[src/rtl/ps2_scancode_translator_pkg.sv]
// Shared constants for the PS/2 set-2 scancode translator: prefix bytes,
// modifier and special-key scancodes, prefix FSM states and ASCII values.
package ps2_pkg;

    localparam logic [7:0] SC_BREAK  = 8'hF0;
    localparam logic [7:0] SC_EXT    = 8'hE0;

    localparam logic [7:0] SC_LSHIFT = 8'h12;
    localparam logic [7:0] SC_RSHIFT = 8'h59;
    localparam logic [7:0] SC_CTRL   = 8'h14;
    localparam logic [7:0] SC_CAPS   = 8'h58;

    localparam logic [7:0] SC_SPACE  = 8'h29;
    localparam logic [7:0] SC_ENTER  = 8'h5A;
    localparam logic [7:0] SC_BKSP   = 8'h66;
    localparam logic [7:0] SC_TAB    = 8'h0D;
    localparam logic [7:0] SC_ESC    = 8'h76;

    typedef enum logic [1:0] {
        IDLE    = 2'd0,
        BRK     = 2'd1,
        EXT     = 2'd2,
        EXT_BRK = 2'd3
    } prefix_state_t;

    localparam logic [7:0] ASC_SPACE     = 8'h20;
    localparam logic [7:0] ASC_CR        = 8'h0D;
    localparam logic [7:0] ASC_BS        = 8'h08;
    localparam logic [7:0] ASC_TAB       = 8'h09;
    localparam logic [7:0] ASC_ESC       = 8'h1B;
    localparam logic [7:0] ASC_CTRL_MASK = 8'h1F;
    localparam logic [7:0] ASC_CASE_BIT  = 8'h20;

endpackage

[src/rtl/ps2_scancode_translator_if.sv]
// Scancode input and character-FIFO output bundle between the PS/2 decoder
// side, the translator and the 68k bus glue.
interface ps2_scancode_translator_if;
    logic [7:0] code_in;
    logic       code_valid;
    logic [7:0] out_data;
    logic       out_valid;
    logic       out_ready;
    logic [2:0] mods;
    logic       overflow;
    logic       ovf_clr;

    modport slave (
        input  code_in, code_valid, out_ready, ovf_clr,
        output out_data, out_valid, mods, overflow
    );

    modport master (
        output code_in, code_valid, out_ready, ovf_clr,
        input  out_data, out_valid, mods, overflow
    );
endinterface

[src/rtl/ps2_scancode_translator_keymap.sv]
// Combinational set-2 make-code to ASCII lookup for letters, digits and a
// handful of control keys; hit=0 for any code without a character.
module ps2_keymap
    import ps2_pkg::*;
(
    input  logic [7:0] code,
    input  logic       shift,
    input  logic       caps,
    input  logic       ctrl,
    output logic       hit,
    output logic [7:0] ascii
);

    logic [7:0]  letter;
    logic [15:0] digit;   // {unshifted, shifted}

    always_comb begin
        letter = '0;
        digit  = '0;
        hit    = 1'b0;
        ascii  = '0;
        case (code)
            8'h1C: letter = "A";   8'h32: letter = "B";   8'h21: letter = "C";
            8'h23: letter = "D";   8'h24: letter = "E";   8'h2B: letter = "F";
            8'h34: letter = "G";   8'h33: letter = "H";   8'h43: letter = "I";
            8'h3B: letter = "J";   8'h42: letter = "K";   8'h4B: letter = "L";
            8'h3A: letter = "M";   8'h31: letter = "N";   8'h44: letter = "O";
            8'h4D: letter = "P";   8'h15: letter = "Q";   8'h2D: letter = "R";
            8'h1B: letter = "S";   8'h2C: letter = "T";   8'h3C: letter = "U";
            8'h2A: letter = "V";   8'h1D: letter = "W";   8'h22: letter = "X";
            8'h35: letter = "Y";   8'h1A: letter = "Z";
            8'h45: digit = "0)";   8'h16: digit = "1!";   8'h1E: digit = "2@";
            8'h26: digit = "3#";   8'h25: digit = "4$";   8'h2E: digit = "5%";
            8'h36: digit = "6^";   8'h3D: digit = "7&";   8'h3E: digit = "8*";
            8'h46: digit = "9(";
            default: ;
        endcase

        if (letter != '0) begin
            hit = 1'b1;
            if (ctrl)
                ascii = letter & ASC_CTRL_MASK;
            else if (shift ^ caps)
                ascii = letter;
            else
                ascii = letter | ASC_CASE_BIT;
        end else if (digit != '0) begin
            hit   = 1'b1;
            ascii = shift ? digit[7:0] : digit[15:8];
        end else begin
            case (code)
                SC_SPACE: begin hit = 1'b1; ascii = ASC_SPACE; end
                SC_ENTER: begin hit = 1'b1; ascii = ASC_CR;    end
                SC_BKSP:  begin hit = 1'b1; ascii = ASC_BS;    end
                SC_TAB:   begin hit = 1'b1; ascii = ASC_TAB;   end
                SC_ESC:   begin hit = 1'b1; ascii = ASC_ESC;   end
                default:  ;
            endcase
        end
    end

endmodule

[src/rtl/ps2_scancode_translator.sv]
// Tracks F0/E0 prefixes and modifier keys on validated set-2 bytes, translates
// make codes to ASCII and queues the characters in a small ready/valid FIFO.
module ps2_scancode_translator
    import ps2_pkg::*;
#(
    parameter int DEPTH = 4
) (
    input  logic                        clk,
    input  logic                        reset,
    ps2_scancode_translator_if.slave    bus
);

    localparam int PTR_W = $clog2(DEPTH);

    logic                prev_v_q, prev_v_d;
    prefix_state_t       state_q, state_d;
    logic                lshift_q, lshift_d, rshift_q, rshift_d;
    logic                lctrl_q, lctrl_d, rctrl_q, rctrl_d;
    logic                caps_held_q, caps_held_d, caps_lock_q, caps_lock_d;
    logic [PTR_W-1:0]    wr_ptr_q, wr_ptr_d, rd_ptr_q, rd_ptr_d;
    logic [PTR_W:0]      count_q, count_d;
    logic                overflow_q, overflow_d;
    logic [7:0]          mem_q [DEPTH];

    logic       accept, char_push, push_ok, pop, full;
    logic       km_hit;
    logic [7:0] km_ascii;

    ps2_keymap u_keymap (
        .code  (bus.code_in),
        .shift (lshift_q | rshift_q),
        .caps  (caps_lock_q),
        .ctrl  (lctrl_q | rctrl_q),
        .hit   (km_hit),
        .ascii (km_ascii)
    );

    always_comb begin
        prev_v_d    = bus.code_valid;
        state_d     = state_q;
        lshift_d    = lshift_q;
        rshift_d    = rshift_q;
        lctrl_d     = lctrl_q;
        rctrl_d     = rctrl_q;
        caps_held_d = caps_held_q;
        caps_lock_d = caps_lock_q;
        char_push   = 1'b0;
        accept      = bus.code_valid & ~prev_v_q;

        if (accept) begin
            case (state_q)
                IDLE: begin
                    if (bus.code_in == SC_BREAK) begin
                        state_d = BRK;
                    end else if (bus.code_in == SC_EXT) begin
                        state_d = EXT;
                    end else begin
                        // Modifier codes have no keymap entry, so they never push.
                        char_push = km_hit;
                        case (bus.code_in)
                            SC_LSHIFT: lshift_d = 1'b1;
                            SC_RSHIFT: rshift_d = 1'b1;
                            SC_CTRL:   lctrl_d  = 1'b1;
                            SC_CAPS: begin
                                if (!caps_held_q)
                                    caps_lock_d = ~caps_lock_q;
                                caps_held_d = 1'b1;
                            end
                            default: ;
                        endcase
                    end
                end
                BRK: begin
                    state_d = IDLE;
                    case (bus.code_in)
                        SC_LSHIFT: lshift_d    = 1'b0;
                        SC_RSHIFT: rshift_d    = 1'b0;
                        SC_CTRL:   lctrl_d     = 1'b0;
                        SC_CAPS:   caps_held_d = 1'b0;
                        default: ;
                    endcase
                end
                EXT: begin
                    if (bus.code_in == SC_BREAK) begin
                        state_d = EXT_BRK;
                    end else begin
                        state_d = IDLE;
                        if (bus.code_in == SC_CTRL)
                            rctrl_d = 1'b1;
                    end
                end
                EXT_BRK: begin
                    state_d = IDLE;
                    if (bus.code_in == SC_CTRL)
                        rctrl_d = 1'b0;
                end
                default: state_d = IDLE;
            endcase
        end
    end

    always_comb begin
        full       = (count_q == (PTR_W+1)'(DEPTH));
        pop        = (count_q != '0) & bus.out_ready;
        push_ok    = char_push & (~full | pop);
        wr_ptr_d   = wr_ptr_q;
        rd_ptr_d   = rd_ptr_q;
        count_d    = count_q;
        overflow_d = overflow_q;

        if (push_ok)
            wr_ptr_d = (wr_ptr_q == PTR_W'(DEPTH-1)) ? '0 : wr_ptr_q + 1'b1;
        if (pop)
            rd_ptr_d = (rd_ptr_q == PTR_W'(DEPTH-1)) ? '0 : rd_ptr_q + 1'b1;
        case ({push_ok, pop})
            2'b10:   count_d = count_q + 1'b1;
            2'b01:   count_d = count_q - 1'b1;
            default: count_d = count_q;
        endcase

        // A drop in the same cycle as a clear must leave the flag set.
        if (char_push && !push_ok)
            overflow_d = 1'b1;
        else if (bus.ovf_clr)
            overflow_d = 1'b0;
    end

    always_ff @(posedge clk or posedge reset) begin
        if (reset) begin
            prev_v_q    <= 1'b0;
            state_q     <= IDLE;
            lshift_q    <= 1'b0;
            rshift_q    <= 1'b0;
            lctrl_q     <= 1'b0;
            rctrl_q     <= 1'b0;
            caps_held_q <= 1'b0;
            caps_lock_q <= 1'b0;
            wr_ptr_q    <= '0;
            rd_ptr_q    <= '0;
            count_q     <= '0;
            overflow_q  <= 1'b0;
        end else begin
            prev_v_q    <= prev_v_d;
            state_q     <= state_d;
            lshift_q    <= lshift_d;
            rshift_q    <= rshift_d;
            lctrl_q     <= lctrl_d;
            rctrl_q     <= rctrl_d;
            caps_held_q <= caps_held_d;
            caps_lock_q <= caps_lock_d;
            wr_ptr_q    <= wr_ptr_d;
            rd_ptr_q    <= rd_ptr_d;
            count_q     <= count_d;
            overflow_q  <= overflow_d;
        end
    end

    always_ff @(posedge clk) begin
        if (push_ok)
            mem_q[wr_ptr_q] <= km_ascii;
    end

    assign bus.out_data  = mem_q[rd_ptr_q];
    assign bus.out_valid = (count_q != '0);
    assign bus.mods      = {caps_lock_q, lctrl_q | rctrl_q, lshift_q | rshift_q};
    assign bus.overflow  = overflow_q;

endmodule

[src/flat_wrapper.sv]
// flat-port wrapper written by rule: the top's interface ports become plain ports
module ps2_scancode_translator_flat import ps2_pkg::*;
#(
    parameter int DEPTH = 4
)
  (clk, reset, bus_code_in, bus_code_valid, bus_out_ready, bus_ovf_clr, bus_out_data, bus_out_valid, bus_mods, bus_overflow);
  ps2_scancode_translator_if bus_i ();
  input  logic clk;
  input  logic reset;
  input wire logic [$bits(bus_i.code_in)-1:0] bus_code_in;
  input wire logic [$bits(bus_i.code_valid)-1:0] bus_code_valid;
  input wire logic [$bits(bus_i.out_ready)-1:0] bus_out_ready;
  input wire logic [$bits(bus_i.ovf_clr)-1:0] bus_ovf_clr;
  output wire logic [$bits(bus_i.out_data)-1:0] bus_out_data;
  output wire logic [$bits(bus_i.out_valid)-1:0] bus_out_valid;
  output wire logic [$bits(bus_i.mods)-1:0] bus_mods;
  output wire logic [$bits(bus_i.overflow)-1:0] bus_overflow;
  assign bus_i.code_in = bus_code_in;
  assign bus_i.code_valid = bus_code_valid;
  assign bus_i.out_ready = bus_out_ready;
  assign bus_i.ovf_clr = bus_ovf_clr;
  assign bus_out_data = bus_i.out_data;
  assign bus_out_valid = bus_i.out_valid;
  assign bus_mods = bus_i.mods;
  assign bus_overflow = bus_i.overflow;
  ps2_scancode_translator #(.DEPTH(DEPTH)) u_core (.clk(clk), .reset(reset), .bus(bus_i));
endmodule
[config.mk]
export PLATFORM = sky130hd
export DESIGN_NAME = ps2_scancode_translator_flat
export DESIGN_NICKNAME = d
export VERILOG_FILES = /design/src/rtl/ps2_scancode_translator_pkg.sv /design/src/rtl/ps2_scancode_translator_if.sv /design/src/rtl/ps2_scancode_translator_keymap.sv /design/src/rtl/ps2_scancode_translator.sv /design/src/flat_wrapper.sv
export SDC_FILE = /design/constraint.sdc
export NUM_CORES = 1
export LEC_CHECK = 0
export BUFFER_PORTS_ARGS = -buffer_cell sky130_fd_sc_hd__buf_4
export CORE_MARGIN = 2
export CORE_UTILIZATION = 45
export CTS_BUF_LIST = sky130_fd_sc_hd__clkbuf_8 sky130_fd_sc_hd__clkbuf_16
export DETAILED_ROUTE_END_ITERATION = 10
export HOLD_SLACK_MARGIN = 0.06
export PLACE_DENSITY = 0.65
export SETUP_SLACK_MARGIN = 0.3
export SYNTH_ARGS = -nofsm -noshare
export SYNTH_HDL_FRONTEND = slang
export SYNTH_SLANG_ARGS = --single-unit
[constraint.sdc]
create_clock -name clk -period 2.27 [get_ports clk]
set_clock_uncertainty 0.15 [all_clocks]
set_input_delay 0.3405 -clock clk [delete_from_list [all_inputs] [get_ports clk]]
set_output_delay 0.3405 -clock clk [all_outputs]
set_load 0.005 [all_outputs]
==> run summary <==
The flow ran to the end, but the final reports show violations. The checks that failed: DRC, setup timing. The share of final-layout standard cells stronger than drive strength 1 came out at 52.00%. The launching instance or port of the critical path is bus_code_in[1]. The finished layout holds 502 standard cells, fillers aside. The initial core utilization came out at 46.97%. On the final layout, the worst hold slack is 71.59 ps. Setup slack on the critical path of the routed design comes to -483.0 ps. The final-report setup violation count came out at 57. The full die area is 0.007375 mm². The worst reg2reg path startpoint is u_core.state_q[1]$_DFFE_PP0P_. The number of DRC violations after detailed-routing iteration 0 is 215. The number of flops mapped to enable cells by yosys is 28.

The number of CTS-inserted buffers came out at 5. The number of instances in the synthesized netlist is 294. Registers take 0.001266 mm². The global-route track usage on met2 is 37.63%. Setup repair after global routing could not meet its margin everywhere. The cell at the root of the clock tree is sky130_fd_sc_hd__clkbuf_8. The number of warnings issued by yosys is 0. In this run the most critical hold path is launched from bus_ovf_clr. The met1 track demand over resource is 29.75%. The initial antenna violation count was 0. The synthesized flop and latch total came out at 45.

The final count of hold timing violations is 0. The number of I/O pins came out at 26. A synthesized cell averages 10.26 µm². For the worst setup path, the data required time is 2130 ps. The area of the multi-input gates is 0.001858 mm². The maximum fanout count along the critical path came out at 7. The final net count came out at 443. The die is 85.88 µm wide. By startpoint and endpoint, the worst setup path is classified as primary input to flip-flop.

For this run, global-route usage on met3 was measured as 3.465%. The total wire length after detailed routing came out at 8704 µm. The achievable clock frequency came out at 363.2 MHz. At the later pin of the worst-skew pair, clock insertion delay measures 300 ps.

The clock edge transition at the registers on the reported setup and hold paths is 90 ps. The clock tree buffer depth came out at 2. At the pin with the least slew margin, the transition time is 641.5 ps.

The relative slew slack came out at 57.18%. The count of buffers from port buffering came out at 24. The number of library cell types mapped by synthesis is 72. The die outline height is 85.88 µm. The minimum period implied by the final worst setup slack came out at 2753 ps. The first-pass GRT wire length came out at 13060 µm. Entering global routing, the biggest net connects 18 pins. Data on the critical path arrives at its endpoint at 2620 ps.

The first TritonRoute pass finished after 10 iterations. The cell area after synthesis came out at 0.003017 mm². The final number of max-transition violations is 0.

In the final routed layout, each cell accounts on average for 17.34 µm. The total number of placement rows came out at 29. Max-cap violations in this run came to 0.

The filler cells instantiated in the layout total 451. Synthesis produced a netlist with a net count of 313. The kind of capture point of the worst setup path is a flip-flop. The sum of overflow across all layers after global routing came out at 0.

The number of global-route vias before repair is 2710. The class of the worst hold path is primary input to flip-flop. TritonCTS built the clock tree. The share of async-settable or async-resettable flops after synthesis came out at 37.78%.

The layer flagged by global routing as most heavily used is met2. For this run, design rule violations remaining after detail routing come to 3. The period utilization came out at 121.3%. The sum of net half-perimeters after detailed placement came out at 5841 µm. The maximum ir drop on the vdd rail came out at 336.6 µV. The routed via count is 2885.

The post-detailed-route count of antenna-violating nets is 0. The category of the worst setup path launch point is a primary input. In this run the standard cell core region covers 0.006422 mm². The final estimated routing congestion in global placement came out at 0.9840. The number of H-tree levels came out at 2. The flip-flop cell with the highest count after synthesis is sky130_fd_sc_hd__edfxtp_1. The global router's overall resource usage came out at 22.30%. Including well taps, the total number of placed cells is 456. Compared with the post-synthesis result, the final layout area differs by 53.42%. The sequential cell area fraction in the yosys report came out at 41.97%. The analysis attributes to cell leakage a power of 1.962 nW. The number of sinks handled by clock tree synthesis came out at 45.

The power per standard cell area came out at 578.4 mW/mm². The final antenna diode count is 0. The routed via count divided by cell count is 5.747.
[metrics by stage]
stage	instance area [µm²]	setup WS [ps]	power, mW	utilization (%)	setup TNS (ps)
final	4628	-483.0	2.677	72.06	-19780
after global routing	4628	-586.5	2.804	72.06	-24640
after CTS	4362	-424.6	2.611	67.91	-12750
after detailed placement	3882	-891.5	2.005	60.45	-33360
after global placement	3882	-876.5	1.960	60.45	-33520
after floorplan	3156	-728.5	1.639	-	-12080
[power by group]
group	internal [mW]	switching (mW)	total, mW
clock	0.219	0.286	0.505
sequential	0.954	0.123	1.08
combinational	0.649	0.448	1.10
[synthesized netlist by cell type, drive strengths merged, types with 6 or more instances]
cell | number | area share [%]
buf | 18 | 3.6
dfrtp | 17 | 14
edfxtp | 28 | 28
nand2b | 8 | 1.7
clkbuf | 9 | 1.1
inv | 9 | 1.1
nor2 | 19 | 2.4
a31oi | 6 | 1.2
o21ai | 10 | 1.7
nor2b | 10 | 2.3
nand3 | 10 | 1.8
mux4 | 7 | 5.2
a21oi | 17 | 2.9
nand2 | 27 | 3.4
[registers in the layout, indices dropped and copies added (netlist names)]
signal and cells:
u_core.state_q 2, u_core.prev_v_q 1, u_core.rctrl_q 1, u_core.caps_lock_q 1
u_core.bus.overflow 1, u_core.count_q 3, u_core.rd_ptr_q 2, u_core.wr_ptr_q 2
u_core.rshift_q 1, u_core.lshift_q 1, u_core.lctrl_q 1, u_core.caps_held_q 1
u_core.mem_q 28
[layout by cell type, fill, tap and decap left out, types with 3 or more instances in the layout]
cell type,n
sky130_fd_sc_hd__buf_6,20
sky130_fd_sc_hd__nand2b_1,6
sky130_fd_sc_hd__nor2_1,16
sky130_fd_sc_hd__o21ai_0,7
sky130_fd_sc_hd__mux4_2,7
sky130_fd_sc_hd__ha_1,5
sky130_fd_sc_hd__xor2_1,3
sky130_fd_sc_hd__buf_4,121
sky130_fd_sc_hd__a21oi_2,3
sky130_fd_sc_hd__a21oi_1,12
sky130_fd_sc_hd__edfxtp_1,28
sky130_fd_sc_hd__buf_8,3
sky130_fd_sc_hd__clkbuf_8,5
sky130_fd_sc_hd__buf_12,3
sky130_fd_sc_hd__and2_4,4
sky130_fd_sc_hd__nor2b_4,3
sky130_fd_sc_hd__nand2_1,25
sky130_fd_sc_hd__o31ai_1,4
sky130_fd_sc_hd__nor4bb_1,4
sky130_fd_sc_hd__dfrtp_1,17
sky130_fd_sc_hd__mux2_4,4
sky130_fd_sc_hd__nor2b_1,7
sky130_fd_sc_hd__nor3_1,5
sky130_fd_sc_hd__inv_1,9
sky130_fd_sc_hd__nand3_1,8
sky130_fd_sc_hd__nor4b_1,3
sky130_fd_sc_hd__a31oi_1,4
[routing by layer]
metal,share of wire (%),vias up
li1,-,1362
met1,41,1382
met2,51,120
met3,5.7,21
met4,2.3,0
met5,0,-
[cell type report]
type,instances,area share [%]
Multi-Input combinational cell,213,40.15
Timing Repair Buffer,150,27.74
Sequential cell,45,27.36
Tap cell,77,2.082
Clock buffer,5,1.487
Inverter,9,0.7299
Clock inverter,3,0.4596
[final timing paths]
path	end	slack, ps	cells after the start
max reg2reg	u_core.mem_q[3][2]$_DFFE_PP_	-50	10
min reg2reg	u_core.rctrl_q$_DFFE_PP0P_	330	2
max in group asynchronous	u_core.count_q[0]$_DFFE_PP0P_	1030	3
max	u_core.mem_q[3][2]$_DFFE_PP_	-480	14
min	u_core.bus.overflow$_DFFE_PP0P_	70	2
min in group asynchronous	u_core.wr_ptr_q[0]$_DFFE_PP0P_	530	3
[critical path, cell delays in order]
cell and delay (ps):
sky130_fd_sc_hd__buf_8 100, sky130_fd_sc_hd__buf_4 130, sky130_fd_sc_hd__nand4b_1 220, sky130_fd_sc_hd__buf_4 190, sky130_fd_sc_hd__nor4b_1 340, sky130_fd_sc_hd__a31oi_2 110, sky130_fd_sc_hd__nand3_2 150, sky130_fd_sc_hd__o31ai_4 90
sky130_fd_sc_hd__buf_4 140, sky130_fd_sc_hd__buf_6 100, sky130_fd_sc_hd__buf_6 120, sky130_fd_sc_hd__buf_12 120, sky130_fd_sc_hd__a21oi_4 200, sky130_fd_sc_hd__and2_4 260
[what timing repair did]
item | in CTS | in global routing
buffers inserted | 22 | 13
resized for setup | 41 | 29
pin swaps | 22 | 19
hold buffers | 2 | 0
cloned | 0 | 1
hold endpoints to repair | 18 | 0
setup endpoints to repair | 69 | 70
[logic make-up (layout without fill, tap and decap cells)]
| family | count (synthesis) | in the layout | synth area share [%] |
|---|---|---|---|
| AOI/OAI and AO/OA | 71 | 71 | 16.71 |
| adders and majority gates | 6 | 6 | 2.737 |
| xor gates and xnor gates | 6 | 6 | 1.991 |
| DFF | 45 | 45 | 41.97 |
| buffers and inverters | 36 | 167 | 5.807 |
| and+or+nand+nor | 115 | 115 | 22.65 |
| other | 1 | 1 | 0.1243 |
| muxes | 14 | 14 | 8.005 |
Note: power is estimated with default switching activity, not from simulation.
